[src/rtl/vpu_wb_scheduler_pkg.sv]
// Shared types and default widths for the VPU write-back scheduler.
package vpu_wb_scheduler_pkg;

    localparam int unsigned OPERAND_ADDR_WIDTH = 10;
    localparam int unsigned OPERAND_DATA_WIDTH = 32;
    localparam int unsigned WB_CNT_W           = 8;

    typedef enum logic [1:0] {
        S_IDLE,
        S_RUN,
        S_DRAIN,
        S_FLUSH
    } wb_state_t;

endpackage

[src/rtl/vpu_wb_scheduler.sv]
// VPU write-back scheduler: pairs WB FIFO addresses with execution results
// in order and issues one registered operand-buffer write per pair.
module vpu_wb_scheduler
    import vpu_wb_scheduler_pkg::*;
#(
    parameter int unsigned ADDR_W = OPERAND_ADDR_WIDTH,
    parameter int unsigned DATA_W = OPERAND_DATA_WIDTH,
    parameter int unsigned CNT_W  = WB_CNT_W
) (
    input  logic              clk,
    input  logic              rst,
    input  logic              start_i,
    input  logic [CNT_W-1:0]  num_elem_i,
    input  logic              reset_cmd_i,
    output logic              done_o,
    output logic              busy_o,
    output logic              err_o,
    input  logic              af_empty_i,
    output logic              af_rden_o,
    input  logic [ADDR_W-1:0] af_rdata_i,
    input  logic              res_valid_i,
    input  logic [DATA_W-1:0] res_data_i,
    output logic              res_ready_o,
    output logic              wr_valid_o,
    output logic [ADDR_W-1:0] wr_addr_o,
    output logic [DATA_W-1:0] wr_data_o,
    input  logic              wr_ready_i
);

    wb_state_t         r_state;
    wb_state_t         w_state_nxt;
    logic [CNT_W-1:0]  r_cnt;
    logic              r_wr_valid;
    logic [ADDR_W-1:0] r_wr_addr;
    logic [DATA_W-1:0] r_wr_data;
    logic              r_done;
    logic              r_err;
    logic              w_done_nxt;
    logic              w_af_rden;
    logic              w_fire;
    logic              w_wr_accept;

    // An abort in the same cycle suppresses pairing so nothing new enters the output stage.
    assign w_wr_accept = r_wr_valid & wr_ready_i;
    assign w_fire      = (r_state == S_RUN) & ~reset_cmd_i & res_valid_i & ~af_empty_i
                       & (~r_wr_valid | wr_ready_i) & (r_cnt != '0);

    // State register.
    always_ff @(posedge clk or posedge rst) begin
        if (rst) begin
            r_state <= S_IDLE;
        end else begin
            r_state <= w_state_nxt;
        end
    end

    // Next-state, FIFO pop and done decode.
    always_comb begin
        w_state_nxt = r_state;
        w_af_rden   = 1'b0;
        w_done_nxt  = 1'b0;
        case (r_state)
            S_IDLE: begin
                if (start_i) begin
                    if (num_elem_i != '0) begin
                        w_state_nxt = S_RUN;
                    end else begin
                        w_done_nxt = 1'b1;
                    end
                end
            end
            S_RUN: begin
                if (reset_cmd_i) begin
                    w_state_nxt = S_FLUSH;
                end else begin
                    w_af_rden = w_fire;
                    if (w_fire && r_cnt == CNT_W'(1)) begin
                        w_state_nxt = S_DRAIN;
                    end
                end
            end
            S_DRAIN: begin
                if (reset_cmd_i) begin
                    w_state_nxt = S_FLUSH;
                end else if (w_wr_accept) begin
                    w_state_nxt = S_IDLE;
                    w_done_nxt  = 1'b1;
                end
            end
            S_FLUSH: begin
                w_af_rden = ~af_empty_i;
                if (af_empty_i) begin
                    w_state_nxt = S_IDLE;
                    w_done_nxt  = 1'b1;
                end
            end
            default: begin
                w_state_nxt = S_IDLE;
            end
        endcase
    end

    // Remaining element count: latched on start, decremented per accepted pair.
    always_ff @(posedge clk or posedge rst) begin
        if (rst) begin
            r_cnt <= '0;
        end else if (r_state == S_IDLE && start_i) begin
            r_cnt <= num_elem_i;
        end else if (w_fire) begin
            r_cnt <= r_cnt - CNT_W'(1);
        end else if (w_state_nxt == S_FLUSH) begin
            r_cnt <= '0;
        end
    end

    // One-entry output stage: load on fire, hold under backpressure, drop on flush.
    always_ff @(posedge clk or posedge rst) begin
        if (rst) begin
            r_wr_valid <= 1'b0;
            r_wr_addr  <= '0;
            r_wr_data  <= '0;
        end else begin
            if (w_state_nxt == S_FLUSH) begin
                r_wr_valid <= 1'b0;
            end else if (w_fire) begin
                r_wr_valid <= 1'b1;
            end else if (w_wr_accept) begin
                r_wr_valid <= 1'b0;
            end
            if (w_fire) begin
                r_wr_addr <= af_rdata_i;
                r_wr_data <= res_data_i;
            end
        end
    end

    // Done pulse and sticky underflow flag (cleared by any accepted start).
    always_ff @(posedge clk or posedge rst) begin
        if (rst) begin
            r_done <= 1'b0;
            r_err  <= 1'b0;
        end else begin
            r_done <= w_done_nxt;
            if (r_state == S_IDLE && start_i) begin
                r_err <= 1'b0;
            end else if (r_state == S_RUN && res_valid_i && af_empty_i) begin
                r_err <= 1'b1;
            end
        end
    end

    assign done_o      = r_done;
    assign busy_o      = (r_state != S_IDLE);
    assign err_o       = r_err;
    assign af_rden_o   = w_af_rden;
    assign res_ready_o = w_fire;
    assign wr_valid_o  = r_wr_valid;
    assign wr_addr_o   = r_wr_addr;
    assign wr_data_o   = r_wr_data;

endmodule

[config.mk]
export PLATFORM = sky130hd
export DESIGN_NAME = vpu_wb_scheduler
export DESIGN_NICKNAME = d
export VERILOG_FILES = /design/src/rtl/vpu_wb_scheduler_pkg.sv /design/src/rtl/vpu_wb_scheduler.sv
export SDC_FILE = /design/constraint.sdc
export NUM_CORES = 1
export LEC_CHECK = 0
export ABC_AREA = 1
export CAP_MARGIN = 20
export CORE_MARGIN = 2
export CORE_UTILIZATION = 46
export DETAILED_ROUTE_END_ITERATION = 6
export PLACE_DENSITY = 0.84
export SLEW_MARGIN = 20
export SYNTH_ARGS = -nofsm -noshare
export SYNTH_HDL_FRONTEND = slang
export SYNTH_SLANG_ARGS = --single-unit
export TNS_END_PERCENT = 50
[constraint.sdc]
create_clock -name clk -period 3.7 [get_ports clk]
set_clock_uncertainty 0.15 [all_clocks]
set_input_delay 0.74 -clock clk [delete_from_list [all_inputs] [get_ports clk]]
set_output_delay 0.74 -clock clk [all_outputs]
set_load 0.01 [all_outputs]
## Word-level counts from Yosys, hierarchy flattened

Index checks and enable logic that the tools add are counted.

- Add/sub/neg operators: 1
- Multipliers: 0
- Divide/modulo/power cells: 0
- Magnitude comparators: 0
- Equality and inequality tests: 5
- Shift operators: 0
- Multiplexer cells: 24
- Bitwise logic cells: 10
- Reduce and logical (&&, ||, !) cells: 11

Operators with widths:

| operator | count |
|---|---|
| $mux 8 | 3 |
| $reduce_bool 8->1 | 2 |
| $mux 2 | 7 |
| $mux 1 | 11 |
| $eq 8x1->1 const B | 1 |
| $pmux 2 s4 | 1 |
| $sub 8x1->8 const B | 1 |
| $and 1x1->1 | 6 |
| $eq 2x2->1 const B | 3 |
| $reduce_bool 3->1 | 2 |
| $logic_and 1x1->1 | 4 |
| $reduce_bool 2->1 | 2 |
| $not 1->1 | 3 |
| $pmux 1 s3 | 1 |
| $eq 2x1->1 const B | 1 |
| $logic_not 2->1 | 1 |
| $pmux 1 s2 | 1 |
| $or 1x1->1 | 1 |

- Register bits: 55
- Bits in latches: 0
- RAM bits: 0
- Memory bits (read-only): 0
- Input port bits: 57
- Output and inout port bits: 48
- Logic and storage cells: 58
- Memories kept: 0

## Longest topological paths before layout

Gate-level depths: netlist of the first run.

- Depth in word-level cells: 14
- Gate-level depth with buffers: 11
- Gate-level depth less buffers: 11

## Worst setup path before layout of the first run

Ideal clock, no wire load.

- Kind: input-to-output
- Start point: input reset_cmd_i
- End point: output res_ready_o
- Arrival: 1.373 ns
- Data required time: 2.810 ns
- Setup slack: 1.437 ns
- Cell stages on the path: 6
- Path buffers: 1
- Cell sequence: nor2_1 > nand2_1 > nor2_4 > nand2_4 > inv_4 > buf_2

- Word-level cells in the longest chain between the ends: 6

Ends and longest elaborated chain:

| element | RTL line | RTL |
|---|---|---|
| start, declared | vpu_wb_scheduler.sv:14 | `input logic reset_cmd_i,` |
| $not 1->1 | vpu_wb_scheduler.sv:45 | `assign w_fire = (r_state == S_RUN) & ~reset_cmd_i & res_valid_i & ~af_empty_i` |
| $and 1x1->1 (3 in series) | vpu_wb_scheduler.sv:45 |  |
| $and 1x1->1 (2 in series) | vpu_wb_scheduler.sv:46 | `& (~r_wr_valid \| wr_ready_i) & (r_cnt != '0);` |
| end, declared | vpu_wb_scheduler.sv:23 | `output logic res_ready_o,` |

No other way between the ends.

## Final worst setup path of the first run

- Start point: input wr_ready_i
- End point: output af_rden_o

- Word-level cells in the longest chain between the ends: 5

Ends and longest elaborated chain:

| element | RTL line | RTL |
|---|---|---|
| start, declared | vpu_wb_scheduler.sv:27 | `input logic wr_ready_i` |
| $or 1x1->1 | vpu_wb_scheduler.sv:46 |  |
| $and 1x1->1 (2 in series) | vpu_wb_scheduler.sv:46 |  |
| $mux 1 | vpu_wb_scheduler.sv:73 | `if (reset_cmd_i) begin` |
| $pmux 1 s2 | vpu_wb_scheduler.sv:62 | `case (r_state)` |
| end, declared | vpu_wb_scheduler.sv:19 | `output logic af_rden_o,` |

No other way between the ends.

==> impl_metrics.py, run 1 <==
metrics = {
    "status": {
        "outcome": "complete, no violations",
    },
    "synthesis": {
        "synth.distinct_cells": 29,
        "synth-seq-cells": 55,
        "synth_most_common_cell": "nand2_1",
        "syn_area_per_cell_um2": 8.20,
        "synthMuxAreaShare": 0,
        "synth_cells": 302,
        "synth_common_cells": "nand2_1, dfrtp_1, inv_1",
        "synth_top_area_share": 0.556,
        "synthFlopType": "dfrtp_1",
        "synthesis.nets": 361,
        "synth_top_area_cell": "dfrtp_1",
        "synth_xor_area_frac": 0.0141,
        "synth_adder_area_share": 0.0101,
        "synth_top_family_by_area": "simple AND/OR/NAND/NOR gates",
        "async_flop_share": 1.00,
        "yosys-top-cells-area": "dfrtp_1, nand2_1, inv_1",
        "synth_compound_area_frac": 0.0399,
        "synth_warnings": 0,
        "synth_edf_count": 0,
        "netlist_area_um2": 2480,
        "yosysSeqAreaShare": 0.556,
        "synthSimpleGateAreaFrac": 0.321,
    },
    "finish": {
        "layout.nets": 467,
        "layout-drive-gt1-share": 0.0562,
        "final_cell_area_um2": 3680,
        "antenna_cells": 0,
        "area_growth_pct": 48.6,
    },
    "global_routing": {
        "overflow": 0,
        "grt_pass1_vias": 2217,
        "grt_pass1_wl_um": 9910,
        "grt_start_max_net_pins": 46,
        "antenna_found_initial": 0,
        "grt_usage": 0.206,
    },
    "cts": {
        "cts_tree": "done",
        "clkTransAtPathRegs_ns": 0.09,
        "cts_resized": 0,
        "clockBufferDepth": 2,
        "postCtsSetupBuffers": 0,
        "cts_made_buffers": 5,
        "cts-root-buf": "clkbuf_8",
        "cts_max_level": 2,
        "postCtsHoldBufs": 0,
        "clock_latency_ns": 0.30,
        "cts_num_sinks": 55,
    },
    "setup_path": {
        "reg2reg_from": "r_cnt[0]$_DFFE_PP0P_",
        "reg2reg_depth": 11,
        "r2r-end": "r_cnt[4]$_DFFE_PP0P_",
        "worst_ep_required_time_ns": 2.81,
        "cp_max_fo": 29,
        "start_kind": "input port",
        "rrSetupSlack_ns": 1.31,
        "path_class": "in -> out",
        "cp-end-kind": "output pin",
        "cp.arrival_ns": 2.38,
    },
    "sta": {
        "slew_viol_final": 0,
        "slew_headroom": 0.712,
        "hold_viol": 0,
        "rsz0062_at_grt": "false",
        "setup_viol": 0,
        "whs_ns": 0.335,
        "fin_ws_ns": 0.428,
        "post-route-min-period_ns": 3.27,
        "fin_setup_tns_ns": 0,
        "worst_pin_slew_ns": 0.430,
        "fin_crit_sh": 0.884,
        "fmax_mhz": 306,
    },
    "placed_design": {
        "port_buffers": 104,
        "placed_cell_area_um2": 3590,
        "dp_hpwl_um": 4340,
        "preCtsSetupSlack_ns": 0.415,
        "place_congestion": 0.778,
    },
    "route": {
        "vias": 2211,
        "drcViolationCount": 0,
        "wl_per_cell_um": 12.2,
        "vias_per_cell": 4.62,
        "antenna_left": 0,
        "totalWireLength_um": 5840,
        "first_iter_violations": 101,
        "firstDrtPassIters": 4,
    },
    "power": {
        "ir_drop_uv": 450,
        "power_mw": 2.73,
        "p_per_area_nw_per_um2": 741,
        "p_leak_nw": 1.85,
    },
    "floorplanning": {
        "dieArea_um2": 5990,
        "die_x_um": 77.4,
        "ioPinCount": 105,
        "initial_core_util": 0.482,
        "core.rowCount": 26,
        "core_um2": 5140,
        "die_h_um": 77.4,
    },
    "min_path": {
        "worstHoldEndpoint": "wr_data_o[25]$_DFFE_PP0P_",
        "hold_class": "reg -> reg",
        "min-delay-start": "wr_data_o[25]$_DFFE_PP0P_",
        "hold_depth": 2,
    },
    "job": {
        "drv_cap": 0,
    },
}
==> power by group <==
part	switching (mW)	total, mW	internal [mW]
registers	0.185	1.06	0.876
clock network	0.189	0.343	0.154
logic	0.628	1.32	0.697
==> flip-flops by register name (all words and copies together) (netlist names) <==
signal and cells:
wr_valid_o 1, wr_addr_o 10, r_cnt 8, r_state 2
done_o 1, err_o 1, wr_data_o 32
==> cells in the final DEF (no fill, tap or decap), types with 2 or more instances in the layout <==
master,n
xor2_1,4
nor2_1,9
inv_2,3
buf_4,4
dfrtp_1,55
nand2_1,158
nor2_4,2
a31oi_1,3
clkbuf_8,6
clkdlybuf4s50_1,104
nand3_1,12
o21a_1,2
a22oi_1,2
inv_1,21
ha_1,2
o21ai_0,6
nor4_1,2
==> worst max path at each step <==
stage,startpoint,to,cells after the start
global placement,reset_cmd_i,af_rden_o,7
CTS,wr_ready_i,res_ready_o,8
finish,wr_ready_i,af_rden_o,8
floorplan,reset_cmd_i,res_ready_o,6
global route,wr_ready_i,af_rden_o,8
detailed placement,wr_ready_i,res_ready_o,8
==> worst max-delay path, cell delays in order <==
cell,delay [ns]
clkdlybuf4s50_1,0.48
inv_1,0.05
nand2_1,0.07
nand2_1,0.08
nor2_4,0.12
nand2_4,0.20
nand2_1,0.12
clkdlybuf4s50_1,0.53
==> cells by family after synthesis <==
family                   Yosys count
AND/OR/NAND/NOR                  191
flip-flops                        55
buffers and inverters             34
AO/OA/AOI/OAI                     16
XOR/XNOR                           4
adder cells (fa/ha/maj)            2
==> area by class of cell <==
type                            count  area [µm²]
Inverter                           25        96.3
Sequential cell                    55        1380
Clock buffer                        7        86.3
Clock inverter                      1        8.76
Fill cell                         434        1460
Multi-Input combinational cell    213         955
Timing Repair Buffer              108        1070
Tap cell                           70        87.6
==> per-stage QoR <==
stage / std cells / utilization
after global routing: 479 / 0.716
after CTS: 479 / 0.716
after detailed placement: 471 / 0.698
final: 479 / 0.716
after floorplan: 302 / -
after global placement: 471 / 0.698
==> routing by layer <==
layer | vias up | track usage | share of wire
li1 | 1136 | - | -
met1 | 987 | 0.270 | 0.46
met2 | 78 | 0.349 | 0.47
met3 | 10 | 0.0372 | 0.054
met4 | 0 | 0.0661 | 0.017
met5 | - | 0 | 0
(Power assumes the default switching activity.)
==> run 2, diff against run 1 <==
- CORE_UTILIZATION: 46 -> 55
- CTS_CLUSTER_SIZE: unset -> 16
- DONT_BUFFER_PORTS: unset -> 1
- PLACE_DENSITY: 0.84 -> 0.68
==> run 2 against run 1 <==
  * Global-route usage about the same
  * Cell count decreased by 26%
  * Wire length decreased by 17%
  * Clock-buffer cell count decreased by 2
  * Critical path type is now reg -> out
  * Critical endpoint unchanged
  * Largest power group is now sequential cells
==> impl_metrics.py, run 2 (same netlist as run 1, synthesis figures left out) <==
metrics = {
    "setup_path": {
        "cp-end-kind": "output pin",
        "path_common_cell": "inv_1",
        "slowest_stage": "dfrtp_1",
        "worst_ep_required_time_ns": 2.81,
        "path_cells": "inv_1 -> ha_1 -> inv_1 -> nor2_4 -> nand2_2 -> nand2_4 -> nand2_1",
        "cp.arrival_ns": 1.96,
        "start_kind": "flop",
        "rrSetupSlack_ns": 1.12,
        "slowest_delay_ns": 0.42,
        "path_class": "reg -> out",
        "r2r-end": "r_cnt[6]$_DFFE_PP0P_",
        "cp_max_fo": 51,
        "reg2reg_depth": 11,
        "reg2reg_from": "r_cnt[0]$_DFFE_PP0P_",
    },
    "cts": {
        "postCtsSetupBuffers": 0,
        "cts_tree": "done",
        "cts-root-buf": "clkbuf_8",
        "clock_latency_ns": 0.31,
        "clockBufferDepth": 2,
        "cts_made_buffers": 5,
        "cts_num_sinks": 55,
        "postCtsHoldBufs": 0,
        "cts_resized": 0,
        "clkTransAtPathRegs_ns": 0.10,
        "cts_max_level": 2,
    },
    "power": {
        "p_leak_nw": 1.44,
        "ir_drop_uv": 356,
        "p_per_area_nw_per_um2": 845,
    },
    "global_routing": {
        "grt_start_max_net_pins": 52,
        "grt_usage": 0.206,
        "overflow": 0,
        "grt_pass1_vias": 1840,
        "grt_pass1_wl_um": 8110,
        "antenna_found_initial": 0,
    },
    "sta": {
        "fin_crit_sh": 0.771,
        "fin_setup_tns_ns": 0,
        "hold_viol": 0,
        "setup_viol": 0,
        "fmax_mhz": 351,
        "rsz0062_at_grt": "false",
        "slew_viol_final": 0,
        "worst_pin_slew_ns": 0.801,
        "slew_headroom": 0.465,
        "fin_ws_ns": 0.848,
        "post-route-min-period_ns": 2.85,
    },
    "status": {
        "outcome": "complete, no violations",
    },
    "finish": {
        "area_growth_pct": 4.95,
        "layout-drive-gt1-share": 0.0726,
        "layout.nets": 361,
        "most-common-layout-cells": "nand2_1, dfrtp_1, inv_1, nand3_1, nor2_1",
        "antenna_cells": 0,
        "final_core_util": 0.597,
        "final_common_cell": "nand2_1",
        "largest_register_ffs": 32,
        "instances_no_fill": 355,
    },
    "floorplanning": {
        "ioPinCount": 105,
        "die_x_um": 71.1,
        "core_um2": 4350,
        "dieArea_um2": 5060,
        "die_h_um": 71.1,
        "core.rowCount": 24,
        "initial_core_util": 0.569,
    },
    "route": {
        "firstDrtPassIters": 4,
        "antenna_left": 0,
        "vias_per_cell": 5.22,
        "drcViolationCount": 0,
        "totalWireLength_um": 4850,
        "vias": 1852,
        "first_iter_violations": 66,
        "wl_per_cell_um": 13.7,
    },
    "placed_design": {
        "dp_hpwl_um": 3460,
        "dp.cells": 347,
        "port_buffers": 0,
        "place_congestion": 0.847,
        "preCtsSetupSlack_ns": 1.13,
    },
    "min_path": {
        "hold_class": "in -> async",
    },
    "job": {
        "drv_cap": 0,
    },
}
[run 2: layout make-up]
type,instances,area [µm²]
clock buffer,5,68.8
inverter,25,96.3
sequential,55,1380
clock inverter,3,23.8
timing repair buffer,2,15.0
multi-input combinational,213,955
tap,52,65.1
fill,412,1750
[run 2: per-stage QoR]
stage | total power, mW | hold WS, ns | area, µm²
detailed placement | 1.88 | 0.359 | 2510
floorplan | 1.72 | 0.319 | 2480
CTS | 2.23 | 0.330 | 2600
finish | 2.20 | 0.306 | 2600
global placement | 1.86 | 0.339 | 2510
global route | 2.38 | 0.364 | 2600
[run 2: worst max-delay path by stage]
| stage | start | end | slack (ns) | cells after the start |
|---|---|---|---|---|
| 5_1_grt | r_cnt[0]$_DFFE_PP0P_ | af_rden_o | 0.64 | 7 |
| 3_3_place_gp | r_cnt[0]$_DFFE_PP0P_ | r_cnt[5]$_DFFE_PP0P_ | 1.14 | 11 |
| 2_1_floorplan | reset_cmd_i | res_ready_o | 1.44 | 6 |
| 6_report | r_cnt[0]$_DFFE_PP0P_ | af_rden_o | 0.85 | 7 |
| 3_5_place_dp | r_cnt[0]$_DFFE_PP0P_ | r_cnt[6]$_DFFE_PP0P_ | 1.13 | 11 |
| 4_1_cts | r_cnt[0]$_DFFE_PP0P_ | af_rden_o | 0.82 | 7 |
[run 2: metal layers]
layer | wire [µm] | vias to the layer above | part of all wire | track usage
met4 | 80 | 0 | 0.017 | 0.0818
li1 | - | 923 | - | -
met2 | 2270 | 74 | 0.47 | 0.322
met5 | 0 | - | 0 | 0
met3 | 413 | 7 | 0.085 | 0.0570
met1 | 2080 | 848 | 0.43 | 0.274
[run 2: report_power, final]
group	leakage, nW	switching (mW)	internal (mW)
logic	0.684	0.407	0.255
registers	0.713	0.322	0.877
clock network	0.0461	0.198	0.137
total	1.44	0.928	1.27
[run 2: critical path: cells and delay by family, from the launching register on]
family                   cells  cell delay, ns
buffers and inverters        2            0.20
AND/OR/NAND/NOR              4            0.82
adder cells (fa/ha/maj)      1            0.20
flip-flops                   1            0.42
